$ cat src/rtl/dht11_frame_fmt.sv
// DHT11 frame formatter: checks the checksum and converts humidity/temperature bytes to
// ASCII digits for the LCD. It keeps the last good reading and counts rejected frames.
module dht11_frame_fmt #(
  parameter bit          REJECT_ZERO = 1'b1,
  parameter bit          LZ_BLANK    = 1'b0,
  parameter logic [7:0]  BLANK_CHAR  = 8'h2D,
  parameter int unsigned ERR_W       = 8
) (
  input  logic             clk,
  input  logic             reset,
  input  logic [39:0]      frame_in,
  input  logic             frame_valid,
  output logic [23:0]      hum_ascii,
  output logic [23:0]      tmp_ascii,
  output logic [7:0]       frac_ascii,
  output logic             data_valid,
  output logic             upd,
  output logic             crc_err,
  output logic             ovr,
  output logic             busy,
  output logic [ERR_W-1:0] err_count
);

  localparam int unsigned FRAME_W = 40;
  localparam int unsigned BCD_W   = 12;
  localparam int unsigned DD_W    = 20;
  localparam int unsigned CNT_W   = 3;

  typedef enum logic [2:0] {
    ST_IDLE,
    ST_CHECK,
    ST_CONV_H,
    ST_CONV_T,
    ST_CONV_F,
    ST_COMMIT
  } state_e;

  state_e             state_q, state_d;
  logic [CNT_W-1:0]   cnt_q, cnt_d;
  logic [DD_W-1:0]    sh_q, sh_d;
  logic [FRAME_W-1:0] frame_q, frame_d;
  logic [BCD_W-1:0]   hum_bcd_q, hum_bcd_d;
  logic [BCD_W-1:0]   tmp_bcd_q, tmp_bcd_d;
  logic [3:0]         frac_q, frac_d;
  logic [23:0]        hum_ascii_q, hum_ascii_d;
  logic [23:0]        tmp_ascii_q, tmp_ascii_d;
  logic [7:0]         frac_ascii_q, frac_ascii_d;
  logic               data_valid_q, data_valid_d;
  logic               upd_q, upd_d;
  logic               crc_err_q, crc_err_d;
  logic               ovr_q, ovr_d;
  logic               busy_q, busy_d;
  logic [ERR_W-1:0]   err_q, err_d;

  logic [DD_W-1:0]    sh_step;
  logic [7:0]         sum;
  logic               bad;

  // One double-dabble iteration: correct every BCD nibble >= 5, then shift left.
  function automatic logic [DD_W-1:0] dd_step(input logic [DD_W-1:0] v);
    logic [DD_W-1:0] a;
    a = v;
    for (int n = 0; n < 3; n++) begin
      if (a[8+4*n +: 4] >= 4'd5) a[8+4*n +: 4] = a[8+4*n +: 4] + 4'd3;
    end
    return {a[DD_W-2:0], 1'b0};
  endfunction

  function automatic logic [23:0] bcd_to_ascii(input logic [BCD_W-1:0] bcd);
    logic [7:0] h, t, o;
    h = 8'h30 + {4'h0, bcd[11:8]};
    t = 8'h30 + {4'h0, bcd[7:4]};
    o = 8'h30 + {4'h0, bcd[3:0]};
    if (LZ_BLANK && bcd[11:8] == 4'h0) h = 8'h20;
    if (LZ_BLANK && bcd[11:4] == 8'h00) t = 8'h20;
    return {h, t, o};
  endfunction

  assign sh_step = dd_step(sh_q);
  assign sum     = frame_q[39:32] + frame_q[31:24] + frame_q[23:16] + frame_q[15:8];
  assign bad     = (sum != frame_q[7:0]) | (REJECT_ZERO & (frame_q == '0));

  always_ff @(posedge clk) begin
    if (reset) begin
      state_q      <= ST_IDLE;
      cnt_q        <= '0;
      sh_q         <= '0;
      frame_q      <= '0;
      hum_bcd_q    <= '0;
      tmp_bcd_q    <= '0;
      frac_q       <= '0;
      hum_ascii_q  <= {3{BLANK_CHAR}};
      tmp_ascii_q  <= {3{BLANK_CHAR}};
      frac_ascii_q <= BLANK_CHAR;
      data_valid_q <= 1'b0;
      upd_q        <= 1'b0;
      crc_err_q    <= 1'b0;
      ovr_q        <= 1'b0;
      busy_q       <= 1'b0;
      err_q        <= '0;
    end else begin
      state_q      <= state_d;
      cnt_q        <= cnt_d;
      sh_q         <= sh_d;
      frame_q      <= frame_d;
      hum_bcd_q    <= hum_bcd_d;
      tmp_bcd_q    <= tmp_bcd_d;
      frac_q       <= frac_d;
      hum_ascii_q  <= hum_ascii_d;
      tmp_ascii_q  <= tmp_ascii_d;
      frac_ascii_q <= frac_ascii_d;
      data_valid_q <= data_valid_d;
      upd_q        <= upd_d;
      crc_err_q    <= crc_err_d;
      ovr_q        <= ovr_d;
      busy_q       <= busy_d;
      err_q        <= err_d;
    end
  end

  always_comb begin
    state_d      = state_q;
    cnt_d        = cnt_q;
    sh_d         = sh_q;
    frame_d      = frame_q;
    hum_bcd_d    = hum_bcd_q;
    tmp_bcd_d    = tmp_bcd_q;
    frac_d       = frac_q;
    hum_ascii_d  = hum_ascii_q;
    tmp_ascii_d  = tmp_ascii_q;
    frac_ascii_d = frac_ascii_q;
    data_valid_d = data_valid_q;
    upd_d        = 1'b0;
    crc_err_d    = 1'b0;
    ovr_d        = 1'b0;
    err_d        = err_q;

    case (state_q)
      ST_IDLE: begin
        if (frame_valid) begin
          frame_d = frame_in;
          state_d = ST_CHECK;
        end
      end
      ST_CHECK: begin
        if (bad) begin
          crc_err_d = 1'b1;
          if (err_q != {ERR_W{1'b1}}) err_d = err_q + ERR_W'(1);
          state_d = ST_IDLE;
        end else begin
          sh_d    = {12'h000, frame_q[39:32]};
          cnt_d   = '0;
          state_d = ST_CONV_H;
        end
      end
      // Each conversion state reloads the shifter with the next byte on its last edge.
      ST_CONV_H: begin
        sh_d  = sh_step;
        cnt_d = cnt_q + CNT_W'(1);
        if (cnt_q == 3'd7) begin
          hum_bcd_d = sh_step[19:8];
          sh_d      = {12'h000, frame_q[23:16]};
          state_d   = ST_CONV_T;
        end
      end
      ST_CONV_T: begin
        sh_d  = sh_step;
        cnt_d = cnt_q + CNT_W'(1);
        if (cnt_q == 3'd7) begin
          tmp_bcd_d = sh_step[19:8];
          sh_d      = {12'h000, frame_q[15:8]};
          state_d   = ST_CONV_F;
        end
      end
      ST_CONV_F: begin
        sh_d  = sh_step;
        cnt_d = cnt_q + CNT_W'(1);
        if (cnt_q == 3'd7) begin
          frac_d  = sh_step[11:8];
          state_d = ST_COMMIT;
        end
      end
      ST_COMMIT: begin
        hum_ascii_d  = bcd_to_ascii(hum_bcd_q);
        tmp_ascii_d  = bcd_to_ascii(tmp_bcd_q);
        frac_ascii_d = 8'h30 + {4'h0, frac_q};
        upd_d        = 1'b1;
        data_valid_d = 1'b1;
        state_d      = ST_IDLE;
      end
      default: state_d = ST_IDLE;
    endcase

    if (frame_valid && state_q != ST_IDLE) ovr_d = 1'b1;
    busy_d = (state_d != ST_IDLE);
  end

  assign hum_ascii  = hum_ascii_q;
  assign tmp_ascii  = tmp_ascii_q;
  assign frac_ascii = frac_ascii_q;
  assign data_valid = data_valid_q;
  assign upd        = upd_q;
  assign crc_err    = crc_err_q;
  assign ovr        = ovr_q;
  assign busy       = busy_q;
  assign err_count  = err_q;

endmodule

$ cat config.mk
export PLATFORM = sky130hd
export DESIGN_NAME = dht11_frame_fmt
export DESIGN_NICKNAME = d
export VERILOG_FILES = /design/src/rtl/dht11_frame_fmt.sv
export SDC_FILE = /design/constraint.sdc
export NUM_CORES = 1
export LEC_CHECK = 0
export CORE_UTILIZATION = 40
export CTS_CLUSTER_DIAMETER = 100
export CTS_CLUSTER_SIZE = 20
export DETAILED_ROUTE_END_ITERATION = 8
export DONT_BUFFER_PORTS = 1
export HOLD_SLACK_MARGIN = 0.06
export PLACE_DENSITY_LB_ADDON = 0.05
export SETUP_SLACK_MARGIN = 0.05
export SKIP_CTS_REPAIR_TIMING = 1
export SLEW_MARGIN = 25
export SYNTH_ARGS = -nofsm -noshare
export SYNTH_HDL_FRONTEND = slang
export SYNTH_SLANG_ARGS = --single-unit
$ cat constraint.sdc
create_clock -name clk -period 4.25 [get_ports clk]
set_input_delay 0.6375 -clock clk [delete_from_list [all_inputs] [get_ports clk]]
set_output_delay 0.6375 -clock clk [all_outputs]
set_load 0.02 [all_outputs]
# --- Word-level counts from Yosys, hierarchy flattened ---
# Index checks and enable logic that the tools add are counted.
op_classes:
  n_addsub: 15
  n_mul: 0
  n_div: 0
  n_lt_le_gt_ge: 3
  n_eq_ne: 9
  n_shift: 0
  mux: 18
  bitwise_logic: 2
  reduce_logical: 16
op_table:
  columns: ["operator", "count"]
  rows:
  - ["case mux 20 bit (4 select lines)", 1]
  - ["two-way mux 20 bit", 3]
  - ["adder 6 x 4 -> 7 bit (first input constant)", 7]
  - ["zero test 40 bit", 1]
  - ["adder 8 bit", 3]
  - ["two-way mux 3 bit", 6]
  - ["case mux 3 bit (5 select lines)", 1]
  - [">= comparator 4 x 3 -> 1 bit (second input constant)", 3]
  - ["AND reduction 2 bit", 6]
  - ["equality test 3 bit (second input constant)", 3]
  - ["adder 4 x 2 -> 4 bit (second input constant)", 2]
  - ["adder 8 x 1 -> 8 bit (second input constant)", 1]
  - ["two-way mux 4 bit", 2]
  - ["!= test 8 bit", 1]
  - ["!= test 8 bit (second input constant)", 1]
  - ["equality test 3 x 2 -> 1 bit (second input constant)", 2]
  - ["case mux 3 bit (2 select lines)", 1]
  - ["nonzero test 3 bit", 2]
  - ["nonzero test 4 bit", 1]
  - ["adder 3 x 1 -> 3 bit (second input constant)", 1]
  - ["adder 3 x 2 -> 3 bit (second input constant)", 1]
  - ["equality test 3 x 1 -> 1 bit (second input constant)", 1]
  - ["zero test 3 bit", 1]
  - ["two-way mux 1 bit", 3]
  - ["9 further kinds", 9]
word_totals:
  regBits: 163
  latch_bits: 0
  ram_bits: 0
  rom_bits: 0
  input_bits: 43
  output_inout_bits: 69
  word_cells: 79
  memories: 0

# --- Logic depth before layout (Yosys ltp) ---
logic_depth:
  ltp_word: 8
  mapped_depth: 15

# --- Worst setup path after synthesis ---
# OpenSTA, ideal clock, no wires.
synth_path:
  kind: "reg-to-reg"
  from: "reg frame_q[9]"
  to: "reg err_q[0] (netlist: err_count[0])"
  setup_ps: 123
  arrival_time_ps: 3565
  path_slack_ps: 561
  path_stages_with_launch: 14
  synth_period_minus_slack_ps: 3689
  path_cell_list: "dfxtp_1 > fa_1 > inv_1 > fa_1 > inv_1 > ha_1 > fa_1 > xor2_1 > nor4_1 > nand3_1 > nor4_2 > buf_2 > nor3_1 > mux2_1"
synth_via:
  elab_chain_cells: 4
  word_cells_on_any_way: 5
synth_lines:
  columns: ["item", "line", "source"]
  rows:
  - ["from (decl)", "41", "logic [FRAME_W-1:0] frame_q, frame_d;"]
  - ["from (signal assigned)", "105", "frame_q <= frame_d;"]
  - ["adder 8 bit", "80", "assign sum = frame_q[39:32] + frame_q[31:24] + frame_q[23:16] + frame_q[15:8];"]
  - ["!= test 8 bit", "81", "assign bad = (sum != frame_q[7:0]) | (REJECT_ZERO & (frame_q == '0));"]
  - ["OR 1 bit (*)", "81", null]
  - ["AND reduction 3 bit (no source line) (*)", null, null]
  - ["to (signal assigned)", "117", "err_q <= err_d;"]
  - ["to (decl)", "53", "logic [ERR_W-1:0] err_q, err_d;"]
# Mark *: on every way between the ends. The rest lies on a longest branch, timed or not.
# A chain may end at the register's enable or synchronous reset.

# --- Worst setup path after layout ---
layout_path:
  from: "reg frame_q[9]"
  to: "reg sh_q[6]"
layout_via:
  elab_chain_cells: 5
  word_cells_on_any_way: 6
layout_lines:
  columns: ["item", "line", "source"]
  rows:
  - ["adder 8 bit", "80", null]
  - ["!= test 8 bit", "81", null]
  - ["OR 1 bit (*)", "81", null]
  - ["!= test 2 bit (no source line) (*)", null, null]
  - ["AND reduction 2 bit (no source line) (*)", null, null]
  - ["to (signal assigned)", "87", "sh_q <= '0;"]
  - ["to (signal assigned)", "104", "sh_q <= sh_d;"]
  - ["to (decl)", "40", "logic [DD_W-1:0] sh_q, sh_d;"]
# Marked as above.

==> flow_summary.rst <==
.. list-table::
   :header-rows: 1

   * - Metric
     - Value
   * - CP Launch Type
     - flop
   * - Sequential area share after synthesis
     - 42.4%
   * - Number of diodes added for antenna fixing
     - 0
   * - Tightest slew margin relative to the limit
     - 34.5%
   * - Post-Route Hold Slack
     - 0.291 ns
   * - Pin count of the biggest net entering global routing
     - 135
   * - Clock tree from TritonCTS
     - built
   * - CTS sink count
     - 135
   * - Cell types with the largest area share after synthesis
     - sky130_fd_sc_hd__dfxtp_1 42%, sky130_fd_sc_hd__nand2_1 11%, sky130_fd_sc_hd__a21oi_1 6.5%, sky130_fd_sc_hd__fa_1 4.4%, sky130_fd_sc_hd__buf_4 3.3%
   * - Count of different cell masters after synthesis
     - 50
   * - DIE WIDTH
     - 128 um
   * - Vias in the first global route
     - 4815
   * - Maximum frequency from static timing analysis
     - 256 MHz
   * - All-Layer GR Usage
     - 19.8%
   * - Final hold viol count
     - 0
   * - Synth-to-Final Area Change
     - 9.76%
   * - Number of synthesized register bits
     - 135
   * - Top cells by instance count after synthesis
     - 186 x sky130_fd_sc_hd__nand2_1, 135 x sky130_fd_sc_hd__dfxtp_1, 83 x sky130_fd_sc_hd__a21oi_1
   * - Number of antenna violations at the first check in global routing
     - 0
   * - Top_reg_cell synth
     - sky130_fd_sc_hd__dfxtp_1
   * - Met3 usage
     - 5.01%
   * - WP buf/inv
     - 3
   * - Final #Nets
     - 815
   * - HP Start
     - reset
   * - Post-DP Area
     - 0.00640 mm^2
   * - Global-route wire length before repair
     - 25000 um
   * - Clock latency of the later-clocked register in the worst-skew pair
     - 0.41 ns
   * - Crit path launch
     - frame_q[9]
   * - Number of nets with antenna violations after routing
     - 0
   * - Clk Tree Root Cell
     - sky130_fd_sc_hd__clkbuf_16
   * - Total iterations of the first detailed-routing run
     - 4
   * - Share of cells above drive strength 1
     - 6.89%
   * - Family of cells with the greatest summed delay on the critical path
     - adder cells
   * - Setup CP Type
     - flop to flop
   * - Area share of the largest cell type after synthesis
     - 42.4%
   * - Arrival time of the worst setup path
     - 4.24 ns
   * - Clk slew on worst S/H paths
     - 0.06 ns
   * - Per-cell via count in the routed design
     - 5.15
   * - DRC marker count from the first detailed-route iteration
     - 266
   * - Cell seen most often among critical-path stages
     - sky130_fd_sc_hd__fa_1
   * - Clock period minus final worst setup slack
     - 3.91 ns
   * - Cell Rows
     - 45
   * - Met1 usage in global routing
     - 23.5%
   * - Die Span Y
     - 128 um
   * - Synth async-reset ratio
     - 0%
   * - Total wire length after detailed routing
     - 15300 um
   * - Boundary pin count
     - 112
   * - Average footprint of a synthesized cell
     - 8.31 um^2
   * - Leading cell type by number of instances after synthesis
     - sky130_fd_sc_hd__nand2_1
   * - Synthesized area
     - 0.00637 mm^2
   * - Floorplan die area
     - 0.0164 mm^2
   * - RD Place Congestion
     - 0.791
   * - Final Cell Area
     - 0.00699 mm^2
   * - Worst vdd ir
     - 0.253 mV
   * - Total congestion overflow after global routing
     - 0
   * - Initial Util
     - 41.4%
   * - Number of input and output port buffers inserted
     - 0
   * - Setup tns final
     - 0 ns
   * - Max_cap viols
     - 0
   * - Cell taking the most area after synthesis
     - sky130_fd_sc_hd__dfxtp_1
   * - Final worst-path cycle share
     - 92.0%
   * - Number of warnings issued by yosys
     - 0
   * - Outcome
     - finished clean
   * - RSZ-0062 raised after global routing
     - false
   * - Number of buffers on the longest clock path
     - 2
   * - Source of the worst register-to-register timing path
     - frame_q[9]
   * - Required time at the worst-slack endpoint
     - 4.58 ns
   * - Setup-failing EPs final
     - 0
   * - Class of the tightest hold or removal check
     - input pin to flop
   * - DR WL/cell
     - 15.8 um
   * - Power Density
     - 441 mW/mm^2
   * - Core footprint
     - 0.0154 mm^2
   * - Largest clock skew in the final design
     - 0.00759 ns
   * - Routed vias
     - 4973
   * - Number of enable-type register cells in the synthesized netlist
     - 0
   * - CP cell instances
     - fa_1 -> inv_1 -> fa_1 -> inv_1 -> ha_1 -> fa_1 -> xor2_1 -> nor4_2 -> nand4_1 -> or4_1 -> buf_4 -> mux2_4 -> nor4_4
   * - Static Leakage
     - 2.71 nW
   * - Post-Syn Instances
     - 767
   * - Actual slew at the worst max-slew pin
     - 0.975 ns
   * - Post-detail-place hpwl
     - 10800 um
   * - GRT Max-Usage Layer
     - met2
   * - Cell at the slowest stage of the critical path
     - sky130_fd_sc_hd__fa_1
   * - H-tree lvl count
     - 4
   * - GR Layer Usage met2
     - 33.6%
   * - Cts bufs inserted
     - 17
   * - Post-route DRC violation count
     - 0
   * - Max Transition Viols Final
     - 0
   * - Type of element capturing the critical path
     - flop
   * - Worst path max stage delay
     - 0.55 ns
   * - Worst-path maximum fanout
     - 15
[report_power, final]
group / switching [mW] / internal (mW)
Sequential: 0.0496 / 1.30
Combinational: 0.177 / 0.125
Clock: 0.547 / 0.888
[placed cells by master (no fill, tap or decap), drive strengths merged, types with 5 or more instances in the layout]
master	instances
nand2	186
dfxtp	135
a21oi	83
nor2	44
nand3b	26
conb	21
clkbuf	19
inv	18
o21ai	17
ha	16
nor4	16
a211oi	14
fa	14
xnor2	13
nor3b	10
buf	10
nand2b	9
nand3	8
xor2	8
nor3	8
clkinv	8
nor2b	7
a22o	7
mux2i	5
or4	5
o2bb2ai	5
mux2	5
[final timing paths]
path                       end  slack, ns  cells past startpoint
setup / recovery       sh_q[6]       0.34                     13
hold / removal    err_count[2]       0.29                      1
setup reg to reg       sh_q[6]       0.34                     13
hold reg to reg   hum_bcd_q[0]       0.45                      2
[per-layer routing]
metal  up-vias  part of all wire [%]
met5         -                     0
met4         0                   1.6
met3        19                   3.8
met2       110                    51
met1      2334                    44
li1       2510                     -
[logic make-up (layout without fill, tap and decap cells)]
family | count (synthesis) | after routing | synth area share [%]
buffers and inverters | 91 | 60 | 7.07
DFF | 135 | 135 | 42.4
and+or+nand+nor | 330 | 330 | 24.2
other | 2 | 21 | 0.118
adders and majority gates | 30 | 30 | 7.54
xor gates and xnor gates | 21 | 21 | 2.89
muxes | 10 | 10 | 1.73
AOI/OAI and AO/OA | 148 | 148 | 14.0
[metrics by stage]
stage	worst slack [ns]	utilization (%)	instances	power [mW]
after CTS	0.268	45.4	966	3.12
final	0.340	45.5	966	3.09
after floorplan	0.561	-	786	1.63
after global placement	0.367	41.6	934	1.67
after detailed placement	0.299	41.6	934	1.68
after global routing	0.0952	45.5	966	3.24
[state kept, by name (all words and copies together), names as in the netlist]
name        count
hum_bcd_q      12
upd             1
tmp_bcd_q      12
sh_q           20
state_q         3
tmp_ascii      13
frac_q          4
hum_ascii      12
frame_q        40
ovr             1
crc_err         1
busy            1
err_count       8
frac_ascii      4
cnt_q           3
[area by class of cell]
cell class | count | area, um^2
well taps | 211 | 264
clock buffers | 19 | 453
repair buffers | 10 | 75.1
clock inverters | 13 | 130
flip-flops and latches | 135 | 2700
fillers | 1565 | 8380
inverters | 18 | 67.6
multi-input cells | 560 | 3300
(Power assumes the default switching activity.)
